## src/rtl/binarize_pkg.sv

```systemverilog
// Shared types and helpers for the binarizer tile scheduler.
package binarize_pkg;

  localparam int PIX_W     = 8;
  localparam int TILE_PIX  = 9;
  localparam int TILE_BITS = PIX_W * TILE_PIX;

  typedef enum logic [1:0] {
    IDLE = 2'd0,
    FILL = 2'd1,
    WAIT = 2'd2,
    EMIT = 2'd3
  } state_e;

  // Bit k of the result is the LSB of byte k.
  // Byte k holds pixel 8-k, so bit 8 corresponds to pixel 0.
  function automatic logic [TILE_PIX-1:0] byte_lsbs(input logic [TILE_BITS-1:0] w);
    logic [TILE_PIX-1:0] m;
    m = '0;
    for (int k = 0; k < TILE_PIX; k++) m[k] = w[PIX_W*k];
    return m;
  endfunction

endpackage

```

## src/rtl/binarize_tile_sched_if.sv

```systemverilog
// Pixel-in and mask-out valid/ready streams of the binarizer tile scheduler.
interface binarize_tile_sched_if;
  import binarize_pkg::*;

  logic [PIX_W-1:0]    pix_in;
  logic                pix_valid;
  logic                pix_ready;
  logic [TILE_PIX-1:0] mask_out;
  logic                mask_valid;
  logic                mask_ready;
  logic                mask_last;

  modport master (
    output pix_in, pix_valid, mask_ready,
    input  pix_ready, mask_out, mask_valid, mask_last
  );

  modport slave (
    input  pix_in, pix_valid, mask_ready,
    output pix_ready, mask_out, mask_valid, mask_last
  );
endinterface

```

## src/rtl/binarize_tile_sched_loader.sv

```systemverilog
// Tile loader: shifts pixels into a 72-bit tile from the LSB and counts them.
module tile_loader
  import binarize_pkg::*;
(
  input  logic                 clk,
  input  logic                 rst,
  input  logic                 clr,
  input  logic                 load_en,
  input  logic [PIX_W-1:0]     pix_in,
  output logic [TILE_BITS-1:0] tile,
  output logic                 full
);

  logic [TILE_BITS-1:0] tile_q, tile_d;
  logic [3:0]           cnt_q, cnt_d;

  assign full = (cnt_q == 4'(TILE_PIX - 1));
  assign tile = tile_q;

  always_comb begin
    tile_d = tile_q;
    cnt_d  = cnt_q;
    if (load_en) begin
      tile_d = {tile_q[TILE_BITS-PIX_W-1:0], pix_in};
      cnt_d  = full ? 4'd0 : cnt_q + 4'd1;
    end
    if (clr) cnt_d = 4'd0;
  end

  always_ff @(posedge clk) begin
    if (rst) begin
      tile_q <= '0;
      cnt_q  <= '0;
    end else begin
      tile_q <= tile_d;
      cnt_q  <= cnt_d;
    end
  end

endmodule

```

## src/rtl/binarize_tile_sched.sv

```systemverilog
// Sequences the 3x3 binarizer over a frame of tiles and emits 9-bit masks.
// Optional BINARIZE_DARK_COUNT_EN adds a per-frame dark-pixel counter.
//
// state | meaning
// IDLE  | waiting for frame_start
// FILL  | accepting pixels into the tile
// WAIT  | tile held on dp_tile while the binarizer settles
// EMIT  | mask offered to the consumer
module binarize_tile_sched
  import binarize_pkg::*;
#(
  parameter int SETTLE          = 2,
  parameter int TILES_PER_FRAME = 16
) (
  input  logic                  clk,
  input  logic                  rst,
  input  logic                  frame_start,
  binarize_tile_sched_if.slave  bus,
  output logic [TILE_BITS-1:0]  dp_tile,
  input  logic [TILE_BITS-1:0]  dp_result,
  output logic                  busy,
  output logic                  frame_done
`ifdef BINARIZE_DARK_COUNT_EN
  , output logic [15:0]         dark_count
`endif
);

  state_e              state_q, state_d;
  logic [3:0]          wait_cnt_q, wait_cnt_d;
  logic [15:0]         tile_cnt_q, tile_cnt_d;
  logic [TILE_PIX-1:0] mask_q, mask_d;
  logic                frame_done_q, frame_done_d;
  logic                full, pix_hs, mask_hs, is_last, settled, start;

  // Only the byte LSBs carry information; the rest is deliberately ignored.
  logic dp_result_unused;
  assign dp_result_unused = ^dp_result;

  assign start   = (state_q == IDLE) && frame_start;
  assign pix_hs  = (state_q == FILL) && bus.pix_valid;
  assign mask_hs = (state_q == EMIT) && bus.mask_ready;
  assign is_last = (tile_cnt_q == 16'(TILES_PER_FRAME - 1));
  assign settled = (wait_cnt_q == 4'(SETTLE - 1));

  tile_loader u_loader (
    .clk     (clk),
    .rst     (rst),
    .clr     (start),
    .load_en (pix_hs),
    .pix_in  (bus.pix_in),
    .tile    (dp_tile),
    .full    (full)
  );

  always_ff @(posedge clk) begin
    if (rst) state_q <= IDLE;
    else     state_q <= state_d;
  end

  always_comb begin
    state_d = state_q;
    case (state_q)
      IDLE:    if (frame_start)     state_d = FILL;
      FILL:    if (pix_hs && full)  state_d = WAIT;
      WAIT:    if (settled)         state_d = EMIT;
      EMIT:    if (mask_hs)         state_d = is_last ? IDLE : FILL;
      default:                      state_d = IDLE;
    endcase
  end

  always_comb begin
    bus.pix_ready  = (state_q == FILL);
    bus.mask_valid = (state_q == EMIT);
    bus.mask_last  = (state_q == EMIT) && is_last;
    bus.mask_out   = mask_q;
    busy           = (state_q != IDLE);
    frame_done     = frame_done_q;
  end

  always_comb begin
    wait_cnt_d   = (state_q == WAIT) ? wait_cnt_q + 4'd1 : 4'd0;
    tile_cnt_d   = tile_cnt_q;
    mask_d       = mask_q;
    frame_done_d = mask_hs && is_last;
    if (start)                tile_cnt_d = 16'd0;
    if (mask_hs && !is_last)  tile_cnt_d = tile_cnt_q + 16'd1;
    if ((state_q == WAIT) && settled) mask_d = byte_lsbs(dp_result);
  end

  always_ff @(posedge clk) begin
    if (rst) begin
      wait_cnt_q   <= '0;
      tile_cnt_q   <= '0;
      mask_q       <= '0;
      frame_done_q <= 1'b0;
    end else begin
      wait_cnt_q   <= wait_cnt_d;
      tile_cnt_q   <= tile_cnt_d;
      mask_q       <= mask_d;
      frame_done_q <= frame_done_d;
    end
  end

`ifdef BINARIZE_DARK_COUNT_EN
  logic [15:0] dark_q, dark_d;
  logic [16:0] dark_sum;

  assign dark_sum   = {1'b0, dark_q} + 17'(TILE_PIX - $countones(mask_q));
  assign dark_count = dark_q;

  always_comb begin
    dark_d = dark_q;
    if (start)        dark_d = 16'd0;
    else if (mask_hs) dark_d = dark_sum[16] ? 16'hFFFF : dark_sum[15:0];
  end

  always_ff @(posedge clk) begin
    if (rst) dark_q <= '0;
    else     dark_q <= dark_d;
  end
`endif

endmodule

```

## src/flat_wrapper.sv

```systemverilog
// flat-port wrapper written by rule: the top's interface ports become plain ports
module binarize_tile_sched_flat import binarize_pkg::*;
#(
  parameter int SETTLE          = 2,
  parameter int TILES_PER_FRAME = 16
)
  (clk, rst, frame_start, dp_tile, dp_result, busy, frame_done, bus_pix_in, bus_pix_valid, bus_mask_ready, bus_pix_ready, bus_mask_out, bus_mask_valid, bus_mask_last);
  binarize_tile_sched_if bus_i ();
  input  logic clk;
  input  logic rst;
  input  logic frame_start;
  output logic [TILE_BITS-1:0] dp_tile;
  input  logic [TILE_BITS-1:0] dp_result;
  output logic busy;
  output logic frame_done;
  input wire logic [$bits(bus_i.pix_in)-1:0] bus_pix_in;
  input wire logic [$bits(bus_i.pix_valid)-1:0] bus_pix_valid;
  input wire logic [$bits(bus_i.mask_ready)-1:0] bus_mask_ready;
  output wire logic [$bits(bus_i.pix_ready)-1:0] bus_pix_ready;
  output wire logic [$bits(bus_i.mask_out)-1:0] bus_mask_out;
  output wire logic [$bits(bus_i.mask_valid)-1:0] bus_mask_valid;
  output wire logic [$bits(bus_i.mask_last)-1:0] bus_mask_last;
  assign bus_i.pix_in = bus_pix_in;
  assign bus_i.pix_valid = bus_pix_valid;
  assign bus_i.mask_ready = bus_mask_ready;
  assign bus_pix_ready = bus_i.pix_ready;
  assign bus_mask_out = bus_i.mask_out;
  assign bus_mask_valid = bus_i.mask_valid;
  assign bus_mask_last = bus_i.mask_last;
  binarize_tile_sched #(.SETTLE(SETTLE), .TILES_PER_FRAME(TILES_PER_FRAME)) u_core (.clk(clk), .rst(rst), .frame_start(frame_start), .bus(bus_i), .dp_tile(dp_tile), .dp_result(dp_result), .busy(busy), .frame_done(frame_done));
endmodule
```

## config.mk

```make
export PLATFORM = sky130hd
export DESIGN_NAME = binarize_tile_sched_flat
export DESIGN_NICKNAME = d
export VERILOG_FILES = /design/src/rtl/binarize_pkg.sv /design/src/rtl/binarize_tile_sched_if.sv /design/src/rtl/binarize_tile_sched_loader.sv /design/src/rtl/binarize_tile_sched.sv /design/src/flat_wrapper.sv
export SDC_FILE = /design/constraint.sdc
export NUM_CORES = 1
export LEC_CHECK = 0
export BUFFER_PORTS_ARGS = -buffer_cell sky130_fd_sc_hd__buf_2
export CAP_MARGIN = 15
export CORE_UTILIZATION = 48
export CTS_CLUSTER_DIAMETER = 150
export DETAILED_ROUTE_END_ITERATION = 16
export HOLD_SLACK_MARGIN = 0.03
export PLACE_DENSITY = 0.84
export SYNTH_ARGS = -nofsm -noshare
export SYNTH_HDL_FRONTEND = slang
export SYNTH_SLANG_ARGS = --single-unit
```

## constraint.sdc

```tcl
create_clock -name clk -period 2 [get_ports clk]
set_input_delay 0.1 -clock clk [delete_from_list [all_inputs] [get_ports clk]]
set_output_delay 0.1 -clock clk [all_outputs]
set_load 0.005 [all_outputs]
```

======== Word level (Yosys, flattened, before mapping) ========
Cells that the tools add are included.
word-level totals
  logic and storage cells ................. 45
  output and inout port bits .............. 86
  register bits ........................... 108
  input port bits ......................... 85
cells by class
  reduce and logical (&&, ||, !) cells .... 15
  bitwise operators ....................... 1
  muxes and demuxes ....................... 9
  add/subtract/negate cells ............... 3
  eq/ne operators ......................... 10
operators by type and width
  cell                                                   count
  two-way mux 16 bit                                     2
  adder 16 x 1 -> 16 bit (second input constant)         1
  equality test 16 x 4 -> 1 bit (second input constant)  1
  adder 4 x 1 -> 4 bit (second input constant)           2
  logical AND 1 bit                                      8
  two-way mux 2 bit                                      4
  case mux 2 bit (4 select lines)                        1
  != test 2 x 1 -> 1 bit (second input constant)         3
  equality test 2 bit (second input constant)            2
  equality test 4 x 1 -> 1 bit (second input constant)   1
  equality test 4 bit (second input constant)            1
  two-way mux 4 bit                                      1
  AND reduction 4 bit                                    1
  nonzero test 2 bit                                     2
  OR reduction 2 bit                                     2
  equality test 2 x 1 -> 1 bit (second input constant)   1
  zero test 2 bit                                        1
  != test 2 bit (second input constant)                  1
  zero test 1 bit                                        1
  two-way mux 1 bit                                      1
  inverter 1 bit                                         1

======== Logic depth before layout (Yosys ltp) ========
  depth in word-level cells ............... 5
  gate-level depth with buffers ........... 8
  gate-level depth less buffers ........... 7

======== Hierarchy ========
From an unflattened synthesis, not the netlist that was laid out.
second synthesis, totals
  cells, all modules ...................... 474
  area, all modules ....................... 4556.9 sq um
by module, submodules not included
  module               cells an instance  seq. area each (sq um)  area each (sq um)  times used
  tile_loader          253                1521.5                  2747.6             1
  binarize_tile_sched  221                640.6                   1809.2             1

======== Least setup slack after synthesis ========
OpenSTA, ideal clock, no wires.
  kind .................................... reg2reg
  from .................................... reg u_core.state_q[1]
  to ...................................... reg u_core.tile_cnt_q[8]
  library setup time ...................... 0.067 ns
  data required time ...................... 1.933 ns
  cell stages (with the launch flop) ...... 9
  period minus slack after synthesis ...... 1.799 ns
  slack ................................... 0.201 ns
  arrival time ............................ 1.732 ns
  path buffers ............................ 2
  cells stage by stage .................... dfxtp_1 > ha_1 > nand2_2 > or2_0 > buf_2 > nand2b_4 > buf_6 > or3_1 > o21ai_2
on the way
  longest elaborated chain between the ends .. 4
  elaborated cells between the ends (all ways) .. 7
  those cells by class .................... eq/ne: 1; mux: 1; reduce/logical: 5
ends and longest elaborated chain
  element                                                          RTL line                   source
  start: declaration                                               binarize_tile_sched.sv:28  state_e state_q, state_d;
  start signal: assignment                                         binarize_tile_sched.sv:57  else state_q <= state_d;
  equality test 2 bit *                                            --
  via bus_mask_valid                                               flat_wrapper.sv:21         output wire logic [$bits(bus_i.mask_valid)-1:0] bus_mask_valid;
  logical AND 1 bit *                                              binarize_tile_sched.sv:41  assign mask_hs = (state_q == EMIT) && bus.mask_ready;
  logical AND 1 bit *                                              binarize_tile_sched.sv:86  if (mask_hs && !is_last) tile_cnt_d = tile_cnt_q + 16'd1;
  two-way mux 16 bit / nonzero test 2 bit (equally long branches)  --
  end signal: assignment                                           binarize_tile_sched.sv:98  tile_cnt_q <= tile_cnt_d;
  end: declaration                                                 binarize_tile_sched.sv:30  logic [15:0] tile_cnt_q, tile_cnt_d;
Mark *: on every way through the listed nets, which the timed path passes. The rest lies on a longest branch.
A chain may end at the register's enable or synchronous reset.

======== Worst setup path after layout ========
  from .................................... reg u_core.tile_cnt_q[0]
  to ...................................... reg u_core.tile_cnt_q[12]
on the way
  longest elaborated chain between the ends .. 4
  elaborated cells between the ends (all ways) .. 6
  those cells by class .................... add/sub: 1; eq/ne: 1; mux: 1; reduce/logical: 3
ends and longest elaborated chain
  element
  parallel branches: the longest is 4 deep, another holds adder 16 x 1 -> 16 bit
Several ways; the timed one is not identified.

==> results_dict.tcl <==
set metrics [dict create \
    drive_above_1_share_pct 21.8 \
    synth_edf_count 0 \
    wl_per_cell_um 12.8 \
    vias 3876 \
    synth-async-reset-ratio_pct 0 \
    fin_crit_sh_pct 94.5 \
    period_minus_slack_ps 1890 \
    synth_area_per_cell_sq_um 8.05 \
    viasPerCell 5.13 \
    wirelength_mm 9.66 \
    ys.flop_type "dfxtp_1" \
    arrival_ps 2200 \
    num_rows 34 \
    drv_slew 0 \
    cts_max_level 3 \
    synth_area_sq_um 4280 \
    ys_ff_latch 108 \
    fp.dieH_um 96.4 \
    r2r_slack_ps 110 \
    dieArea_sq_um 9300 \
    setup_viol 0 \
    cts_setup_buffers 0 \
    syn_nets 627 \
    hold_start "frame_start" \
    cts_tree "done" \
    rsz0062_at_grt "false" \
    cp_slowest_cell "a31oi_4" \
    nFillCells 772 \
    cts_buffers 9 \
    initial_core_util_pct 49.3 \
    peakVddDrop_uv 401 \
    firstDrtPassIters 5 \
    utilization_pct 60.6 \
    power_density_nw_per_um2 808 \
    antenna_found_initial 0 \
    multi_input_area_sq_um 1950 \
    ioPinCount 171 \
    diodes 0 \
    synth_cells 532 \
    post-place-cells 722 \
    die_x_um 96.4 \
    path_clk_slew_ps 100 \
    grt_use_total_pct 20.9 \
    leakagePower_nw 2.12 \
    cp-startpoint "u_core.tile_cnt_q[0]" \
    core_area_sq_um 8680 \
    dpl.hpwl_mm 6.50 \
    slew_headroom_pct 45.5 \
    grt_pass1_vias 3523 \
    nets 738 \
    reg2reg_from "u_core.tile_cnt_q[0]" \
    synth.distinct_cells 47 \
    gp_congestion 0.850 \
    drcViolationCount 0 \
    clockBufferDepth 2 \
    clock-sinks 108 \
    drt_iter0_drc 101 \
    worst_path_largest_cell_delay_ps 460 \
    clk_latency_ps 370 \
    io_buffers 107 \
    path_cells "ha_1 -> and4b_1 -> nand4_4 -> a31oi_4 -> a21o_1 -> a22o_1" \
    grt_first_pass_wirelength_mm 15.4 \
    synth_warnings 0 \
    fin_cells 756 \
    outcome "complete, no violations" \
    clockRootBuffer "clkbuf_8" \
    cp-start-kind "register" \
    cp_max_fo 13 \
    register_area_sq_um 2160 \
    syn2layout_area_growth_pct 22.8 \
    hold_path.class "primary input to register" \
    worst_clock_skew_ps 11.8 \
    fmax_mhz 529 \
    antenna_left 0 \
    worstMarginPinSlew_ps 818 \
    drv_cap 0 \
    grt_max_degree 83 \
    gr-total-overflow 0 \
    cp.required_ps 2310 \
    tns_ps 0 \
    synth-seq-area-share_pct 50.5 \
    crit_type "register to register" \
    endpoint_kind "register" \
    finalHoldViolations 0 \
]
-- metrics by stage --
step	cell area (sq um)	hold WS (ps)	setup WS (ps)	total power, W
floorplan	4280	236	201	0.00280
global placement	4890	341	214	0.00299
detailed placement	4890	348	125	0.00302
CTS	5250	127	82.5	0.00429
global route	5260	187	25.1	0.00448
finish	5260	153	110	0.00425
-- cell usage after synthesis (3+ instances only) --
library cell  instances  area (sq um)
a21o_1                4          30.0
a21oi_1              88           440
and3_1                3          18.8
buf_1                 8          30.0
clkbuf_1             19          71.3
dfxtp_1             108          2160
ha_1                 10           125
inv_1                12          45.0
nand2_1             179           672
nand3_1               8          40.0
nand4_1               4          25.0
nor2_1               19          71.3
nor3_1                7          35.0
o21ai_0               8          40.0
o21ai_1               5          25.0
or3_1                 7          43.8
xnor2_1               5          43.8
-- flip-flops by register name, indices dropped and copies added (netlist names) --
name and flops:
u_core.tile_cnt_q 16, u_core.bus.mask_out 9, u_core.wait_cnt_q 4, u_core.frame_done 1
u_core.state_q 2, u_core.u_loader.cnt_q 4, u_core.u_loader.tile 72
-- layout make-up --
| cell class | count | area share [%] |
|---|---|---|
| multi-input cells | 382 | 37.2 |
| clock inverters | 6 | 1.02 |
| well taps | 108 | 2.57 |
| clock buffers | 10 | 2.43 |
| inverters | 12 | 0.857 |
| flip-flops and latches | 108 | 41.1 |
| repair buffers | 130 | 14.8 |
-- timing repair --
item | CTS | global route
hold buffers | 18 | 0
gates resized for setup | 0 | 1
endpoints found under the setup margin | 0 | 2
endpoints found under the hold margin | 20 | 0
-- where the power goes --
part / switching [W] / leakage (nW) / internal [W]
Sequential: 0.0000497 / 0.870 / 0.00221
Combinational: 0.000485 / 1.16 / 0.000261
Clock: 0.000769 / 0.0898 / 0.000479
Total: 0.00130 / 2.12 / 0.00294
-- logic make-up (layout without fill, tap and decap cells) --
| logic type | count (synthesis) | in the layout | share of synthesized area [%] |
|---|---|---|---|
| multiplexers | 2 | 2 | 0.468 |
| adder cells (fa/ha/maj) | 10 | 10 | 2.92 |
| buffers and inverters | 42 | 158 | 4.06 |
| AO/OA/AOI/OAI | 119 | 119 | 15.3 |
| flip-flops | 108 | 108 | 50.5 |
| XOR/XNOR | 7 | 7 | 1.43 |
| AND/OR/NAND/NOR | 244 | 244 | 25.3 |
-- layout by cell type (no fill, tap or decap), drive strengths merged, types with 7 or more instances in the layout --
cell type      n
buf          112
nand3          8
inv           16
or3            7
nand2        180
nor2          20
nor3           8
dlygate4sd3   18
clkbuf        10
ha            10
o21ai         15
a21oi         88
dfxtp        108
-- routing by layer --
metal | vias to the layer above | wire length [um] | GRT usage, %
met1 | 1761 | 4320 | 23.9
met3 | 16 | 461 | 4.46
met4 | 0 | 178 | 8.09
li1 | 1996 | - | -
met2 | 103 | 4690 | 38.0
met5 | - | 0 | 0
-- worst max-delay path, delay by kind of cell, from the launching register on --
| family | cells | cell delay, ps |
|---|---|---|
| flip-flops | 1 | 410 |
| AO/OA/AOI/OAI | 3 | 740 |
| AND/OR/NAND/NOR | 2 | 460 |
| adder cells (fa/ha/maj) | 1 | 230 |
-- path summary, 6_finish.rpt --
| check | end | cells after the start |
|---|---|---|
| worst max register to register | u_core.tile_cnt_q[12] | 6 |
| worst max-delay path | u_core.tile_cnt_q[12] | 6 |
| worst min register to register | u_core.bus.mask_out[6] | 2 |
| worst min-delay path | u_core.tile_cnt_q[1] | 4 |
No activity file was read; power rests on OpenSTA's default activity.
